`src/rtl/fb_arbiter_if.sv`:
```
// Frame-memory arbiter bus: display fetch port, ant RMW port and the memory command port.
// slave = arbiter view, master = requesters/memory view.
interface fb_arbiter_if #(
    parameter int ADDR_W = 15,
    parameter int DATA_W = 8
);
    logic              disp_req;
    logic [ADDR_W-1:0] disp_addr;
    logic              disp_gnt;
    logic              disp_rvalid;
    logic [DATA_W-1:0] disp_rdata;

    logic              ant_req;
    logic              ant_we;
    logic              ant_lock;
    logic [ADDR_W-1:0] ant_addr;
    logic [DATA_W-1:0] ant_wdata;
    logic              ant_gnt;
    logic              ant_rvalid;
    logic [DATA_W-1:0] ant_rdata;

    logic              mem_en;
    logic              mem_we;
    logic [ADDR_W-1:0] mem_addr;
    logic [DATA_W-1:0] mem_wdata;
    logic [DATA_W-1:0] mem_rdata;

    modport slave (
        input  disp_req, disp_addr, ant_req, ant_we, ant_lock, ant_addr, ant_wdata, mem_rdata,
        output disp_gnt, disp_rvalid, disp_rdata, ant_gnt, ant_rvalid, ant_rdata,
        output mem_en, mem_we, mem_addr, mem_wdata
    );

    modport master (
        output disp_req, disp_addr, ant_req, ant_we, ant_lock, ant_addr, ant_wdata, mem_rdata,
        input  disp_gnt, disp_rvalid, disp_rdata, ant_gnt, ant_rvalid, ant_rdata,
        input  mem_en, mem_we, mem_addr, mem_wdata
    );
endinterface

```
`src/rtl/fb_arbiter.sv`:
```
// Single-port frame memory arbiter: display has priority, ant gets a starvation guard
// and an atomic read-modify-write lock. Read data returns two cycles after acceptance.
module fb_arbiter #(
    parameter int ADDR_W   = 15,
    parameter int DATA_W   = 8,
    parameter int WAIT_MAX = 16
) (
    input  logic        clk,
    input  logic        rst_n,
    fb_arbiter_if.slave bus,
    output logic        ant_starved
);
    typedef enum logic {FREE, ANT_LOCK} state_t;

    localparam logic [7:0] WMAX = 8'(WAIT_MAX);

    state_t            state, state_nxt;
    logic [7:0]        wait_cnt, wait_nxt;
    logic              disp_gnt, ant_gnt;
    logic [1:0]        disp_tag, ant_tag;
    logic              mem_en_q, mem_we_q;
    logic [ADDR_W-1:0] mem_addr_q;
    logic [DATA_W-1:0] mem_wdata_q, disp_rdata_q, ant_rdata_q;
    logic              disp_rvalid_q, ant_rvalid_q;

    always_ff @(posedge clk or negedge rst_n) begin
        if (!rst_n) state <= FREE;
        else        state <= state_nxt;
    end

    always_comb begin
        state_nxt = state;
        case (state)
            FREE:     if (ant_gnt && bus.ant_lock) state_nxt = ANT_LOCK;
            ANT_LOCK: if (!bus.ant_req || (ant_gnt && !bus.ant_lock)) state_nxt = FREE;
            default:  state_nxt = FREE;
        endcase
    end

    // Dropping ant_req while locked releases the memory in the same cycle, so display may go.
    always_comb begin
        disp_gnt = 1'b0;
        ant_gnt  = 1'b0;
        if (rst_n) begin
            case (state)
                FREE: begin
                    if (bus.ant_req && wait_cnt == WMAX) ant_gnt  = 1'b1;
                    else if (bus.disp_req)               disp_gnt = 1'b1;
                    else if (bus.ant_req)                ant_gnt  = 1'b1;
                end
                ANT_LOCK: begin
                    ant_gnt  = bus.ant_req;
                    disp_gnt = !bus.ant_req && bus.disp_req;
                end
                default: ;
            endcase
        end
    end

    always_comb begin
        if (!bus.ant_req || ant_gnt) wait_nxt = 8'd0;
        else if (wait_cnt == WMAX)   wait_nxt = WMAX;
        else                         wait_nxt = wait_cnt + 8'd1;
    end

    always_ff @(posedge clk or negedge rst_n) begin
        if (!rst_n) begin
            wait_cnt      <= 8'd0;
            ant_starved   <= 1'b0;
            mem_en_q      <= 1'b0;
            mem_we_q      <= 1'b0;
            mem_addr_q    <= '0;
            mem_wdata_q   <= '0;
            disp_tag      <= 2'b00;
            ant_tag       <= 2'b00;
            disp_rvalid_q <= 1'b0;
            ant_rvalid_q  <= 1'b0;
            disp_rdata_q  <= '0;
            ant_rdata_q   <= '0;
        end else begin
            wait_cnt    <= wait_nxt;
            ant_starved <= (wait_nxt == WMAX);
            if (disp_gnt) begin
                mem_en_q    <= 1'b1;
                mem_we_q    <= 1'b0;
                mem_addr_q  <= bus.disp_addr;
                mem_wdata_q <= '0;
            end else if (ant_gnt) begin
                mem_en_q    <= 1'b1;
                mem_we_q    <= bus.ant_we;
                mem_addr_q  <= bus.ant_addr;
                mem_wdata_q <= bus.ant_wdata;
            end else begin
                mem_en_q <= 1'b0;
                mem_we_q <= 1'b0;
            end
            // tag[0]: command issued, tag[1]: memory sampled, data lands on the next edge
            disp_tag      <= {disp_tag[0], disp_gnt};
            ant_tag       <= {ant_tag[0], ant_gnt && !bus.ant_we};
            disp_rvalid_q <= disp_tag[1];
            ant_rvalid_q  <= ant_tag[1];
            if (disp_tag[1]) disp_rdata_q <= bus.mem_rdata;
            if (ant_tag[1])  ant_rdata_q  <= bus.mem_rdata;
        end
    end

    assign bus.disp_gnt    = disp_gnt;
    assign bus.ant_gnt     = ant_gnt;
    assign bus.mem_en      = mem_en_q;
    assign bus.mem_we      = mem_we_q;
    assign bus.mem_addr    = mem_addr_q;
    assign bus.mem_wdata   = mem_wdata_q;
    assign bus.disp_rvalid = disp_rvalid_q;
    assign bus.disp_rdata  = disp_rdata_q;
    assign bus.ant_rvalid  = ant_rvalid_q;
    assign bus.ant_rdata   = ant_rdata_q;
endmodule

```
`src/flat_wrapper.sv`:
```
// flat-port wrapper written by rule: the top's interface ports become plain ports
module fb_arbiter_flat 
#(
    parameter int ADDR_W   = 15,
    parameter int DATA_W   = 8,
    parameter int WAIT_MAX = 16
)
  (clk, rst_n, ant_starved, bus_disp_req, bus_disp_addr, bus_ant_req, bus_ant_we, bus_ant_lock, bus_ant_addr, bus_ant_wdata, bus_mem_rdata, bus_disp_gnt, bus_disp_rvalid, bus_disp_rdata, bus_ant_gnt, bus_ant_rvalid, bus_ant_rdata, bus_mem_en, bus_mem_we, bus_mem_addr, bus_mem_wdata);
  fb_arbiter_if #(.ADDR_W(ADDR_W), .DATA_W(DATA_W)) bus_i ();
  input  logic clk;
  input  logic rst_n;
  output logic ant_starved;
  input wire logic [$bits(bus_i.disp_req)-1:0] bus_disp_req;
  input wire logic [$bits(bus_i.disp_addr)-1:0] bus_disp_addr;
  input wire logic [$bits(bus_i.ant_req)-1:0] bus_ant_req;
  input wire logic [$bits(bus_i.ant_we)-1:0] bus_ant_we;
  input wire logic [$bits(bus_i.ant_lock)-1:0] bus_ant_lock;
  input wire logic [$bits(bus_i.ant_addr)-1:0] bus_ant_addr;
  input wire logic [$bits(bus_i.ant_wdata)-1:0] bus_ant_wdata;
  input wire logic [$bits(bus_i.mem_rdata)-1:0] bus_mem_rdata;
  output wire logic [$bits(bus_i.disp_gnt)-1:0] bus_disp_gnt;
  output wire logic [$bits(bus_i.disp_rvalid)-1:0] bus_disp_rvalid;
  output wire logic [$bits(bus_i.disp_rdata)-1:0] bus_disp_rdata;
  output wire logic [$bits(bus_i.ant_gnt)-1:0] bus_ant_gnt;
  output wire logic [$bits(bus_i.ant_rvalid)-1:0] bus_ant_rvalid;
  output wire logic [$bits(bus_i.ant_rdata)-1:0] bus_ant_rdata;
  output wire logic [$bits(bus_i.mem_en)-1:0] bus_mem_en;
  output wire logic [$bits(bus_i.mem_we)-1:0] bus_mem_we;
  output wire logic [$bits(bus_i.mem_addr)-1:0] bus_mem_addr;
  output wire logic [$bits(bus_i.mem_wdata)-1:0] bus_mem_wdata;
  assign bus_i.disp_req = bus_disp_req;
  assign bus_i.disp_addr = bus_disp_addr;
  assign bus_i.ant_req = bus_ant_req;
  assign bus_i.ant_we = bus_ant_we;
  assign bus_i.ant_lock = bus_ant_lock;
  assign bus_i.ant_addr = bus_ant_addr;
  assign bus_i.ant_wdata = bus_ant_wdata;
  assign bus_i.mem_rdata = bus_mem_rdata;
  assign bus_disp_gnt = bus_i.disp_gnt;
  assign bus_disp_rvalid = bus_i.disp_rvalid;
  assign bus_disp_rdata = bus_i.disp_rdata;
  assign bus_ant_gnt = bus_i.ant_gnt;
  assign bus_ant_rvalid = bus_i.ant_rvalid;
  assign bus_ant_rdata = bus_i.ant_rdata;
  assign bus_mem_en = bus_i.mem_en;
  assign bus_mem_we = bus_i.mem_we;
  assign bus_mem_addr = bus_i.mem_addr;
  assign bus_mem_wdata = bus_i.mem_wdata;
  fb_arbiter #(.ADDR_W(ADDR_W), .DATA_W(DATA_W), .WAIT_MAX(WAIT_MAX)) u_core (.clk(clk), .rst_n(rst_n), .bus(bus_i), .ant_starved(ant_starved));
endmodule
```
`config.mk`:
```
export PLATFORM = sky130hd
export DESIGN_NAME = fb_arbiter_flat
export DESIGN_NICKNAME = d
export VERILOG_FILES = /design/src/rtl/fb_arbiter_if.sv /design/src/rtl/fb_arbiter.sv /design/src/flat_wrapper.sv
export SDC_FILE = /design/constraint.sdc
export NUM_CORES = 1
export LEC_CHECK = 0
export ABC_AREA = 1
export CELL_PAD_IN_SITES_DETAIL_PLACEMENT = 0
export CELL_PAD_IN_SITES_GLOBAL_PLACEMENT = 1
export CORE_MARGIN = 8
export CORE_UTILIZATION = 30
export DETAILED_ROUTE_END_ITERATION = 8
export PLACE_DENSITY = 0.86
export SYNTH_ARGS = -nofsm -noshare
export SYNTH_HDL_FRONTEND = slang
export SYNTH_SLANG_ARGS = --single-unit
```
`constraint.sdc`:
```
create_clock -name clk -period 2.3 [get_ports clk]
set_input_delay 0.575 -clock clk [delete_from_list [all_inputs] [get_ports clk]]
set_output_delay 0.575 -clock clk [all_outputs]
set_load 0.05 [all_outputs]
```
==> flow_summary.ini, run 1 <==
[synthesis]
yosysTopAreaCell = dfrtp_1
synthTopCellsByArea = dfrtp_1, nand2_1, mux2_2
synthArstFlopShare_pct = 100
ys_types = 28
ys_seq_area_share_pct = 60.2
syn_nets = 283
synth_ff_type = dfrtp_1
mappedNetlistArea_sq_mm = 0.00237
synth_top_area_share_pct = 60.2
avgSynthCellArea_sq_um = 10.4
ys_ff_latch = 57
synth_edf_count = 0
syn_inst = 229
ys_warn_count = 0
ys_top_cells_by_count = nand2_1, dfrtp_1, nand3_1, nor2_1, inv_1
yosysMostFrequentCell = nand2_1

[setup_path]
cp_max_fo = 4
setup.worst_path.class = in -> out
worst-path-buf-inv = 4
crit_path_start_kind = primary input
critPathCaptureType = primary output
crit_family = buffers and inverters
cp_cell_sequence = clkdlybuf4s50_1, nand2_1, inv_1, nand2_4, inv_4, buf_12
worstPathArrival_ns = 1.62
cp.required_ns = 1.73
slowest_stage = clkdlybuf4s50_1
max_stage_delay_ns = 0.60

[timing]
finClkSkew_ns = 0.00857
setup_viol = 0
clock.fmax_ghz = 0.456
fin_tns_setup_ns = 0
fin_crit_ns = 2.19
worstMarginPinSlew_ns = 0.535
hold_slack_ns = 0.213
relSlewSlack_pct = 64.2
slew_violations = 0
period_share_pct = 95.4
hold_violations = 0
rsz0062_at_grt = false

[cts]
htreeDepth = 3
cts_buffers = 9
clock_latency_ns = 0.34
clk_pin_slew_worst_paths_ns = 0.07
clockBufferDepth = 2
cts_tree = built
hold_buffers = 0
cts.sinks = 57
root_buffer = clkbuf_8

[route]
dr.first_iter.drc_count = 90
wl_per_cell_um = 14.8
drt-total-wl_um = 6580
drc_errors = 0
via_count = 1963
first_pass_iters = 4
drtAntennaViolNets = 0
viasPerCell = 4.40

[status]
outcome = complete, no violations

[grt]
track_usage_pct = 12.5
grt_max_degree = 43
grt_pass1_wl_um = 11000
grt_pass1_vias = 2137
antenna_found_initial = 0
overflow = 0

[floorplanning]
coreArea_sq_mm = 0.00769
rows = 32
fp.dieArea_sq_mm = 0.0110
ioPinCount = 98
die_h_um = 105
start_util_pct = 30.8
die_w_um = 105

[power]
power_leakage_nw = 1.67
cellPowerDensity_mw_per_mm2 = 835
ir_drop_mv = 0.356

[finish]
drive_gt1_share_pct = 15.4
n_antenna_cell = 0
layout.nets = 393
area_growth_pct = 56.3
stdcell_count = 446

[placement]
place_hpwl_um = 4920
place_inst = 428
port-buffer-count = 97
globalplace.congestion = 0.784

[min_path]
hold_path.class = in -> async

[job]
maxCapViolations = 0
-- routing by layer --
metal,wire (um),track usage (%),share of wire [%],vias to the layer above
met3,428,4.98,6.5,12
met5,0,0,0,-
met4,110,5.10,1.7,0
met2,3230,20.5,49,65
met1,2810,14.2,43,927
li1,-,-,-,959
-- repair_timing --
item | CTS | global route
setup buffers | 0 | 2
setup endpoints to repair | 0 | 2
gates resized for setup | 0 | 1
-- worst paths after layout --
path,endpoint,cells past startpoint,start,slack (ns)
max,bus_ant_gnt,6,bus_ant_req,0.11
min,u_core.bus.mem_addr[1],2,rst_n,0.21
max reg2reg,u_core.state,11,u_core.wait_cnt[1],0.60
min reg2reg,u_core.disp_tag[1],0,u_core.disp_tag[0],0.36
max in group asynchronous,u_core.wait_cnt[0],3,rst_n,1.27
min in group clk,u_core.disp_tag[1],0,u_core.disp_tag[0],0.36
-- cell families (layout without fill, tap and decap cells) --
family | count (synthesis) | in the layout | synth area share, %
AO/OA/AOI/OAI | 18 | 18 | 5.81
XOR/XNOR | 4 | 4 | 1.48
adder cells (fa/ha/maj) | 2 | 2 | 1.06
buffers and inverters | 26 | 141 | 5.07
flip-flops | 57 | 57 | 60.2
multiplexers | 16 | 16 | 7.60
AND/OR/NAND/NOR | 106 | 106 | 18.8
-- layout by cell type, fill, tap and decap left out --
cell type / netlist / layout
a21oi_4: 1 / 1
nand4_1: 1 / 1
or2_2: 1 / 1
o211ai_1: 1 / 1
o21ai_2: 0 / 1
nand3_2: 1 / 1
dfrtp_1: 57 / 56
inv_1: 17 / 17
clkinvlp_4: 0 / 2
clkbuf_8: 0 / 9
xor2_1: 3 / 3
a21oi_2: 1 / 1
inv_6: 0 / 1
nand2_1: 61 / 61
clkinv_2: 0 / 1
nand2_4: 1 / 1
clkinv_4: 0 / 1
ha_1: 2 / 2
a22o_1: 8 / 8
dfrtp_2: 0 / 1
mux2_2: 16 / 16
xnor2_1: 1 / 1
nor2_1: 18 / 18
inv_2: 1 / 1
clkdlybuf4s50_1: 0 / 94
nor3_1: 1 / 1
buf_12: 0 / 2
o21ai_0: 4 / 4
inv_4: 1 / 1
buf_2: 1 / 1
buf_4: 1 / 9
nand3_1: 21 / 21
bufinv_16: 0 / 1
nand2_2: 1 / 1
clkbuf_1: 3 / 1
a21oi_1: 2 / 2
-- report_power, final --
part	internal, W	switching (W)	total (W)	leakage, nW
Sequential	0.00112	0.0000666	0.00119	0.723
Combinational	0.000368	0.000591	0.000959	0.856
Clock	0.000504	0.000442	0.000946	0.0929
-- per-stage QoR --
| stage | worst slack, ns | area (sq um) | power (W) | util [%] |
|---|---|---|---|---|
| finish | 0.105 | 3710 | 0.00309 | 48.2 |
| CTS | 0.00899 | 3690 | 0.00313 | 48.0 |
| floorplan | 0.416 | 2370 | 0.00176 | - |
| global route | 0.00865 | 3710 | 0.00323 | 48.2 |
| detailed placement | 0.103 | 3490 | 0.00218 | 45.5 |
| global placement | 0.129 | 3490 | 0.00216 | 45.5 |
-- sequential cells by signal, indices dropped and copies added (netlist names) --
signal,count
u_core.wait_cnt,8
u_core.bus.mem_wdata,8
u_core.bus.mem_addr,15
u_core.bus.disp_rvalid,1
u_core.ant_tag,2
u_core.disp_tag,2
u_core.bus.disp_rdata,8
u_core.state,1
u_core.ant_starved,1
u_core.bus.mem_we,1
u_core.bus.ant_rdata,8
u_core.bus.ant_rvalid,1
u_core.bus.mem_en,1
-- cell type report --
type                       instances  area (sq um)
fill                             713          3980
sequential                        57          1430
timing repair buffer             106          1050
multi-input combinational        146           828
clock buffer                      10           128
tap                              102           128
inverter                          19          73.8
clock inverter                     6          67.6
Power figures use the tool's default switching activity.
==> inputs of run 2 (changes only) <==
--- a/config.mk
+++ b/config.mk
@@ -6,11 +6,13 @@
 export NUM_CORES = 1
 export LEC_CHECK = 0
 export ABC_AREA = 1
+export CAP_MARGIN = 20
 export CELL_PAD_IN_SITES_DETAIL_PLACEMENT = 0
 export CELL_PAD_IN_SITES_GLOBAL_PLACEMENT = 1
 export CORE_MARGIN = 8
 export CORE_UTILIZATION = 30
 export DETAILED_ROUTE_END_ITERATION = 8
+export GPL_TIMING_DRIVEN = 0
 export PLACE_DENSITY = 0.86
 export SYNTH_ARGS = -nofsm -noshare
 export SYNTH_HDL_FRONTEND = slang
==> run 2 against run 1 <==
- global-route usage down 0.41 points
- first-iteration DRC count decreased by 52%
- worst hold slack got worse by 0.049 ns
- clock skew down 0.0016 ns
- sequential share of layout area is 0.93 points lower
- non-clock buffer count rose by 4
- sequential power barely moved
- routed wire length shrank 3.2%
- combinational power increased by 1%
- clock power up 14%
- worst setup slack lost 0.012 ns
- largest cell class unchanged
- largest power group unchanged
==> flow_summary.ini, run 2 (synthesis results as in run 1) <==
[status]
outcome = complete, no violations

[cts]
clockBufferDepth = 2
root_buffer = clkbuf_8
cts.sinks = 57
cts_buffers = 9
hold_buffers = 0
clk_pin_slew_worst_paths_ns = 0.07
clock_latency_ns = 0.33
htreeDepth = 3
cts_tree = built

[power]
ir_drop_mv = 0.302
cellPowerDensity_mw_per_mm2 = 852
power_leakage_nw = 1.71
finalPower_w = 0.00323

[floorplanning]
rows = 32
start_util_pct = 30.8
die_h_um = 105
die_w_um = 105
coreArea_sq_mm = 0.00769
fp.dieArea_sq_mm = 0.0110
ioPinCount = 98

[route]
drt-total-wl_um = 6380
drc_errors = 0
dr.first_iter.drc_count = 43
viasPerCell = 4.37
first_pass_iters = 4
drtAntennaViolNets = 0
via_count = 1960
wl_per_cell_um = 14.2

[setup_path]
setup.worst_path.class = in -> out
worstPathArrival_ns = 1.63
cp.required_ns = 1.73
crit_path_start_kind = primary input
critPathCaptureType = primary output
cp_max_fo = 3
r2r_cells = 11

[timing]
rsz0062_at_grt = true
period_share_pct = 95.9
fin_ws_ns = 0.0936
setup_viol = 0
fin_crit_ns = 2.21
clock.fmax_ghz = 0.453
finClkSkew_ns = 0.00700
worstMarginPinSlew_ns = 0.540
slew_violations = 0
relSlewSlack_pct = 63.9
hold_slack_ns = 0.164
hold_violations = 0

[grt]
grt_pass1_wl_um = 10700
track_usage_pct = 12.1
overflow = 0
grt_max_degree = 40
grt_pass1_vias = 2084
antenna_found_initial = 0

[finish]
design_area_sq_mm = 0.00379
fillers = 743
final_common_cell = clkdlybuf4s50_1
n_antenna_cell = 0
layout_common_cells = clkdlybuf4s50_1, nand2_1, dfrtp_1
area_growth_pct = 60.1
largest_register_ffs = 15
layout.nets = 397
drive_gt1_share_pct = 15.3

[placement]
placed_cell_area_sq_mm = 0.00348
place_hpwl_um = 4840
port-buffer-count = 97
globalplace.congestion = 0.776
dpl_worst_slack_ns = -0.916

[min_path]
hold_path.class = in -> async

[job]
maxCapViolations = 0
run 2: changes by cell type in the layout (fill, tap and decap cells not counted), moves of 2 or more:
cell / change
clkbuf_8: +3
buf_4: -2
clkinvlp_4: -2
clkbuf_1: +3
run 2: what timing repair did:
action / CTS / global route
pin swaps: 1 / 4
resized for setup: 18 / 8
setup buffers: 3 / 4
endpoints found under the setup margin: 2 / 2
run 2: metrics by stage:
stage | setup TNS, ns | utilization, % | cells
2_1_floorplan | 0 | - | 229
3_3_place_gp | -154.37 | 45.1 | 428
3_5_place_dp | -1.86 | 45.3 | 429
4_1_cts | -0.00964 | 48.6 | 446
5_1_grt | -0.00410 | 49.4 | 449
6_report | 0 | 49.4 | 449
run 2: final timing paths:
check	from	end	slack (ns)
max in group asynchronous	rst_n	u_core.bus.ant_rdata[4]	1.63
hold reg to reg	u_core.disp_tag[0]	u_core.disp_tag[1]	0.35
setup / recovery	bus_disp_req	bus_disp_gnt	0.09
min in group clk	u_core.disp_tag[0]	u_core.disp_tag[1]	0.35
setup reg to reg	u_core.wait_cnt[1]	u_core.bus.mem_wdata[6]	0.63
hold / removal	rst_n	u_core.wait_cnt[1]	0.16
run 2: report_power, final:
group          internal [W]  switching [W]  leakage (nW)
combinational      0.000372       0.000597         0.869
sequential          0.00112      0.0000590         0.725
clock              0.000694       0.000389         0.116
total               0.00219        0.00104          1.71
run 2: routing by layer:
layer  share of wire (%)  global-route usage, %  vias up
li1                    -                      -      967
met1                  42                   13.6      924
met2                  50                   19.9       61
met3                 7.0                   5.47        8
met4                 1.0                   3.98        0
met5                   0                      0        -
run 2: cell type report:
| cell class | count | area (sq um) | share of cell area [%] |
|---|---|---|---|
| clock inverters | 2 | 60.1 | 1.58 |
| plain buffers | 5 | 27.5 | 0.725 |
| multi-input cells | 146 | 846 | 22.3 |
| well taps | 102 | 128 | 3.36 |
| repair buffers | 105 | 1050 | 27.8 |
| flip-flops and latches | 57 | 1430 | 37.6 |
| inverters | 19 | 83.8 | 2.21 |
| clock buffers | 13 | 169 | 4.45 |
run 2: critical path, cell delays in order:
cell and delay [ns]:
clkdlybuf4s50_1 0.56, nand2_1 0.12, a21oi_4 0.20, buf_8 0.18
==> inputs of run 3 (changes only) <==
--- a/config.mk
+++ b/config.mk
@@ -12,6 +12,7 @@
 export CORE_MARGIN = 8
 export CORE_UTILIZATION = 30
 export DETAILED_ROUTE_END_ITERATION = 8
+export GPL_ROUTABILITY_DRIVEN = 0
 export GPL_TIMING_DRIVEN = 0
 export PLACE_DENSITY = 0.86
 export SYNTH_ARGS = -nofsm -noshare
==> results of run 3 <==
Final layout, timing and power as in run 2 (identical DEF).
==> RTL change 1: new RTL, config.mk and constraints of run 1 <==
`DATA_W` is set to 8 in 3 places; all go to 12.
--- a/src/rtl/fb_arbiter_if.sv
+++ b/src/rtl/fb_arbiter_if.sv
@@ -3,5 +3,5 @@
 interface fb_arbiter_if #(
     parameter int ADDR_W = 15,
-    parameter int DATA_W = 8
+    parameter int DATA_W = 12
 );
     logic              disp_req;
--- a/src/rtl/fb_arbiter.sv
+++ b/src/rtl/fb_arbiter.sv
@@ -3,5 +3,5 @@
 module fb_arbiter #(
     parameter int ADDR_W   = 15,
-    parameter int DATA_W   = 8,
+    parameter int DATA_W   = 12,
     parameter int WAIT_MAX = 16
 ) (
--- a/src/flat_wrapper.sv
+++ b/src/flat_wrapper.sv
@@ -3,5 +3,5 @@
 #(
     parameter int ADDR_W   = 15,
-    parameter int DATA_W   = 8,
+    parameter int DATA_W   = 12,
     parameter int WAIT_MAX = 16
 )
Ports: changed (5 resized); port bits go from 98 to 118. The function was not compared with the original's and may differ.
==> RTL change 1 against run 1 <==
  * Worst setup slack got worse by 2.3 ps
  * Critical path depth is 2 higher
  * Die area grew 17%
  * Critical endpoint is now bus_disp_gnt
  * Sequential cell count rose by 12
  * Area after synthesis grew 20%
  * Sequential share of layout area is 0.62 points higher
  * Core utilization fell by 0.46 points
  * Wire length is 18% higher
  * Maximum frequency shrank 0.10%
  * Total power up 19%
  * Non-clock buffer count increased by 22
  * Final area rose by 19%
==> RTL change 1: results (changes against run 1) <==
Drt
  • Drt total wl: 7780 µm (was 6580 µm)
  • DR vias: 2292 (was 1963)
  • Initial DRC Count: 112 (was 90)

Logic synthesis
  • Adder-cell share of the synthesized area: 0.00880 (was 0.0106)
  • Synth cell count leaders: dfrtp_1, nand2_1, mux2_2 (was nand2_1, dfrtp_1, nand3_1)
  • Synth area leaders: dfrtp_1, mux2_2, nand2_1, nand3_1, a22o_1 (was dfrtp_1, nand2_1, mux2_2, nand3_1, a22o_1)
  • Sequential area share after synthesis: 0.607 (was 0.602)
  • Post-synthesis mux area share: 0.0950 (was 0.0760)
  • Compound-gate portion of the synthesized area: 0.0620 (was 0.0580)
  • Post-Syn Area per Cell: 10.9 µm² (was 10.4 µm²)
  • Xor/xnor share of the synthesized area: 0.00616 (was 0.0148)
  • Async set or reset register ratio after synthesis: 1.00 (unchanged)
  • Synth cell types: 30 (was 28)
  • Synthesized net count: 322 (was 283)

Placed design
  • DP HPWL: 5890 µm (was 4920 µm)
  • Port bufs: 117 (was 97)
  • Area after DPL: 0.00417 mm² (was 0.00349 mm²)
  • Routability congestion estimate: 0.788 (was 0.784)
  • Placed cells: 502 (was 428)

Setup path
  • Critical Path Slowest Stage Cell: dfrtp_1 (was clkdlybuf4s50_1)
  • Reg2reg start: u_core.wait_cnt[0] (was u_core.wait_cnt[1])
  • R2r endpoint: u_core.bus.mem_wdata[2] (was u_core.state)
  • Crit path max fanout: 5 (was 4)
  • Top delay family on crit path: flip-flops (was buffers and inverters)
  • R2R Setup Slk: 600 ps (about the same)
  • Critical path's largest stage delay: 410 ps (was 600 ps)
  • Worst Path Arrival: 1620 ps (about the same)
  • CP startpoint kind: flop (was input pin)
  • Reg2reg path depth: 10 (was 11)

Timing
  • Rel. slew slack: 0.552 (was 0.642)
  • Max Clock Skew: 11.9 ps (was 8.57 ps)
  • Min cycle time layout: 2200 ps (was 2190 ps)

Pwr
  • P_leak: 0.00196 µW (was 0.00167 µW)
  • Worst vdd ir: 0.391 mV (was 0.356 mV)

Cells and area
  • Share of layout cells above drive strength 1: 0.178 (was 0.154)
  • NumNets Final: 451 (was 393)
  • Non-filler cells, final: 523 (was 446)

GRT
  • First-pass GRT wire length: 12600 µm (was 11000 µm)
  • GRT Util Overall: 0.124 (was 0.125)
  • Pin count of the biggest net entering global routing: 57 (was 43)

Outcome
  • Status: finished, final reports clean (unchanged)
## RTL change 1: changes by cell type in the layout (fill, tap and decap cells not counted), moves of 3 or more
cell	before	now
clkdlybuf4s50_1	94	114
dfrtp_1	56	69
mux2_2	16	24
a22o_1	8	12
buf_4	9	12
inv_1	17	14
## RTL change 1: timing repair
item	in CTS	in global routing
setup endpoints to repair	0	2
buffers inserted	0	5
gates resized for setup	0	5
## RTL change 1: report_power, final
group | total [µW] | internal (µW) | leakage, µW | switching (µW)
Combinational | 1220 | 467 | 0.000987 | 758
Clock | 983 | 504 | 0.0000960 | 479
Sequential | 1460 | 1370 | 0.000872 | 91.5
Total | 3670 | 2340 | 0.00196 | 1330
## RTL change 1: through the flow
step / setup slack (ps) / utilization / hold slack, ps / power (µW)
floorplan: 386 / - / 279 / 2200
global placement: 150 / 0.451 / 333 / 2690
detailed placement: 113 / 0.451 / 336 / 2710
CTS: 20.9 / 0.472 / 84.0 / 3700
global route: 2.69 / 0.477 / 84.6 / 3840
finish: 103 / 0.477 / 96.0 / 3670
## RTL change 1: how the worst max path moves through the flow
stage,endpoint,slack (ps)
2_1_floorplan,bus_disp_gnt,390
3_3_place_gp,bus_disp_gnt,150
3_5_place_dp,bus_disp_gnt,110
4_1_cts,bus_disp_gnt,20
5_1_grt,bus_disp_gnt,3
6_report,bus_disp_gnt,100
## RTL change 1: final cells by class
cell class	count	area (µm²)
inverter	18	70.1
sequential	69	1730
multi-input combinational	163	986
tap	129	161
clock buffer	9	124
fill	861	4830
timing repair buffer	128	1270
clock inverter	7	72.6
## RTL change 1: metal layers
layer	global-route usage	wire [µm]	up-vias
li1	-	-	1109
met1	0.142	3310	1080
met2	0.194	3610	91
met3	0.0618	701	12
met4	0.0462	156	0
met5	0	0	-
==> RTL change 2: new RTL, settings of run 1 <==
Without the edit above. Reset style: synchronous (`rst_n`), changed in 2 clocked blocks.
--- a/src/rtl/fb_arbiter.sv
+++ b/src/rtl/fb_arbiter.sv
@@ -24,5 +24,5 @@
     logic              disp_rvalid_q, ant_rvalid_q;
 
-    always_ff @(posedge clk or negedge rst_n) begin
+    always_ff @(posedge clk) begin
         if (!rst_n) state <= FREE;
         else        state <= state_nxt;
@@ -64,5 +64,5 @@
     end
 
-    always_ff @(posedge clk or negedge rst_n) begin
+    always_ff @(posedge clk) begin
         if (!rst_n) begin
             wait_cnt      <= 8'd0;
Check against the original RTL: differs if rst_n is asserted again (counterexample within 4 cycles, from zero or initial values and one cycle with rst_n low); with rst_n held inactive, the same outputs for 10 cycles.
==> RTL change 2 against run 1 <==
  * Non-clock buffer count rose by 1
  * Wire length rose by 9.0%
  * Sequential cell count did not move
  * Clock skew barely moved
  * Area after synthesis rose by 6.4%
  * Final cell count rose by 19%
  * Total power fell by 19%
  * Final area rose by 3.2%
  * Die area rose by 5.4%
  * Worst setup slack got worse by 63 ps
  * Critical endpoint is now bus_disp_gnt
  * Largest power group unchanged
==> RTL change 2: results (changes against run 1) <==
Logic synthesis
  • Post-Syn Area per Cell: 7.96 µm² (was 10.4 µm²)
  • Synth cell types: 34 (was 28)
  • Async set or reset register ratio after synthesis: 0 (was 1.00)
  • Synth cell count leaders: nand2_1, dfxtp_1, nor2_1 (was nand2_1, dfrtp_1, nand3_1)
  • Sequential area share after synthesis: 0.452 (was 0.602)
  • Synthesized net count: 371 (was 283)
  • Synth area leaders: dfxtp_1, nand2_1, nor2_1, inv_1, nand3_1 (was dfrtp_1, nand2_1, mux2_2, nand3_1, a22o_1)

Drt
  • DR vias: 2326 (was 1963)
  • Drt total wl: 7180 µm (was 6580 µm)
  • Drt pass-1 iters: 5 (was 4)
  • Initial DRC Count: 88 (was 90)

Placed design
  • Placed cells: 513 (was 428)
  • Pre-CTS setup slack: -1.05 ps (was 103 ps)
  • Routability congestion estimate: 0.754 (was 0.784)
  • DP HPWL: 5440 µm (was 4920 µm)

Cells and area
  • Non-filler cells, final: 530 (was 446)
  • Inserted Diodes: 0 (unchanged)
  • Share of layout cells above drive strength 1: 0.139 (was 0.154)
  • NumNets Final: 474 (was 393)

Timing
  • Worst-margin pin slew: 533 ps (was 535 ps)
  • Max Clock Skew: 8.89 ps (was 8.57 ps)

Pwr
  • P_leak: 0.00162 µW (was 0.00167 µW)
  • Switching pwr: 723 µW (was 1100 µW)
  • Worst vdd ir: 0.347 mV (was 0.356 mV)

GRT
  • Number of global-route vias before repair: 2384 (was 2137)
  • Pin count of the biggest net entering global routing: 33 (was 43)
  • GRT Util Overall: 0.127 (was 0.125)
  • Initial antenna violation count: 0 (unchanged)
  • First-pass GRT wire length: 11700 µm (was 11000 µm)

Setup path
  • Reg2reg path depth: 13 (was 11)
  • Crit path max fanout: 3 (was 4)
  • Worst Path Arrival: 1680 ps (was 1620 ps)

Worst hold path
  • Hold WC Path Type: reg -> reg (was in -> async)

Outcome
  • Status: finished, final reports clean (unchanged)
-- RTL change 2: changes by cell type after synthesis, moves of 12 or more --
cell | run 1 | this run
dfxtp_1 | 0 | 57
dfrtp_1 | 57 | 0
nand2_1 | 61 | 81
mux2_2 | 16 | 0
nor2_1 | 18 | 44
o21ai_0 | 4 | 16
-- RTL change 2: power groups by stage --
stage	logic, µW	clock network, µW	registers, µW
floorplan	161	0	1200
global placement	491	0	1070
detailed placement	494	0	1080
CTS	496	973	1050
global route	528	1020	1060
finish	492	945	1050
-- RTL change 2: final timing paths --
kind	to	slack, ps	from
worst max-delay path	bus_disp_gnt	40	bus_disp_req
worst min-delay path	u_core.disp_tag[1]	420	u_core.disp_tag[0]
worst max register to register	u_core.bus.mem_addr[3]	590	u_core.wait_cnt[0]
worst min register to register	u_core.disp_tag[1]	420	u_core.disp_tag[0]
-- RTL change 2: final cells by class --
cell class | count | area, µm²
Inverter | 33 | 129
Timing Repair Buffer | 107 | 1080
Sequential cell | 57 | 1140
Fill cell | 832 | 4350
Clock buffer | 10 | 138
Tap cell | 105 | 131
Multi-Input combinational cell | 212 | 1140
Clock inverter | 6 | 66.3
-- RTL change 2: cells by family (layout without fill, tap and decap cells) --
family / Yosys count / count (layout) / synth area share
and+or+nand+nor: 165 / 165 / 0.317
DFF: 57 / 57 / 0.452
buffers and inverters: 48 / 156 / 0.0982
AOI/OAI and AO/OA: 42 / 42 / 0.112
xor gates and xnor gates: 3 / 3 / 0.0104
adders and majority gates: 2 / 2 / 0.00991
-- RTL change 2: routing by layer --
metal  up-vias  GRT usage  wire length [µm]
li1       1210          -                 -
met4         0     0.0545               123
met3        10     0.0455               385
met1      1056      0.140              3010
met2        50      0.216              3660
met5         -          0                 0
-- RTL change 2: critical path, stage by stage --
cell	delay [ps]
clkdlybuf4s50_1	460
inv_1	70
nor2_4	150
nand2_8	90
a21oi_4	190
buf_12	160
-- RTL change 2: repair_timing --
action                                  in CTS  in global routing
resized for setup                            1                  1
pin swaps                                    0                  1
endpoints found under the setup margin       1                  1
buffers inserted                             0                  1
-- RTL change 2: metrics by stage --
| stage | total power, µW | setup TNS [ps] | util | area (µm²) | hold slack [ps] |
|---|---|---|---|---|---|
| after floorplan | 1360 | 0 | - | 2520 | 390 |
| after global placement | 1560 | 0 | 0.441 | 3610 | 398 |
| after detailed placement | 1570 | -1.05 | 0.441 | 3610 | 406 |
| after CTS | 2520 | 0 | 0.467 | 3820 | 427 |
| after global routing | 2610 | 0 | 0.468 | 3830 | 457 |
| final | 2490 | 0 | 0.468 | 3830 | 421 |
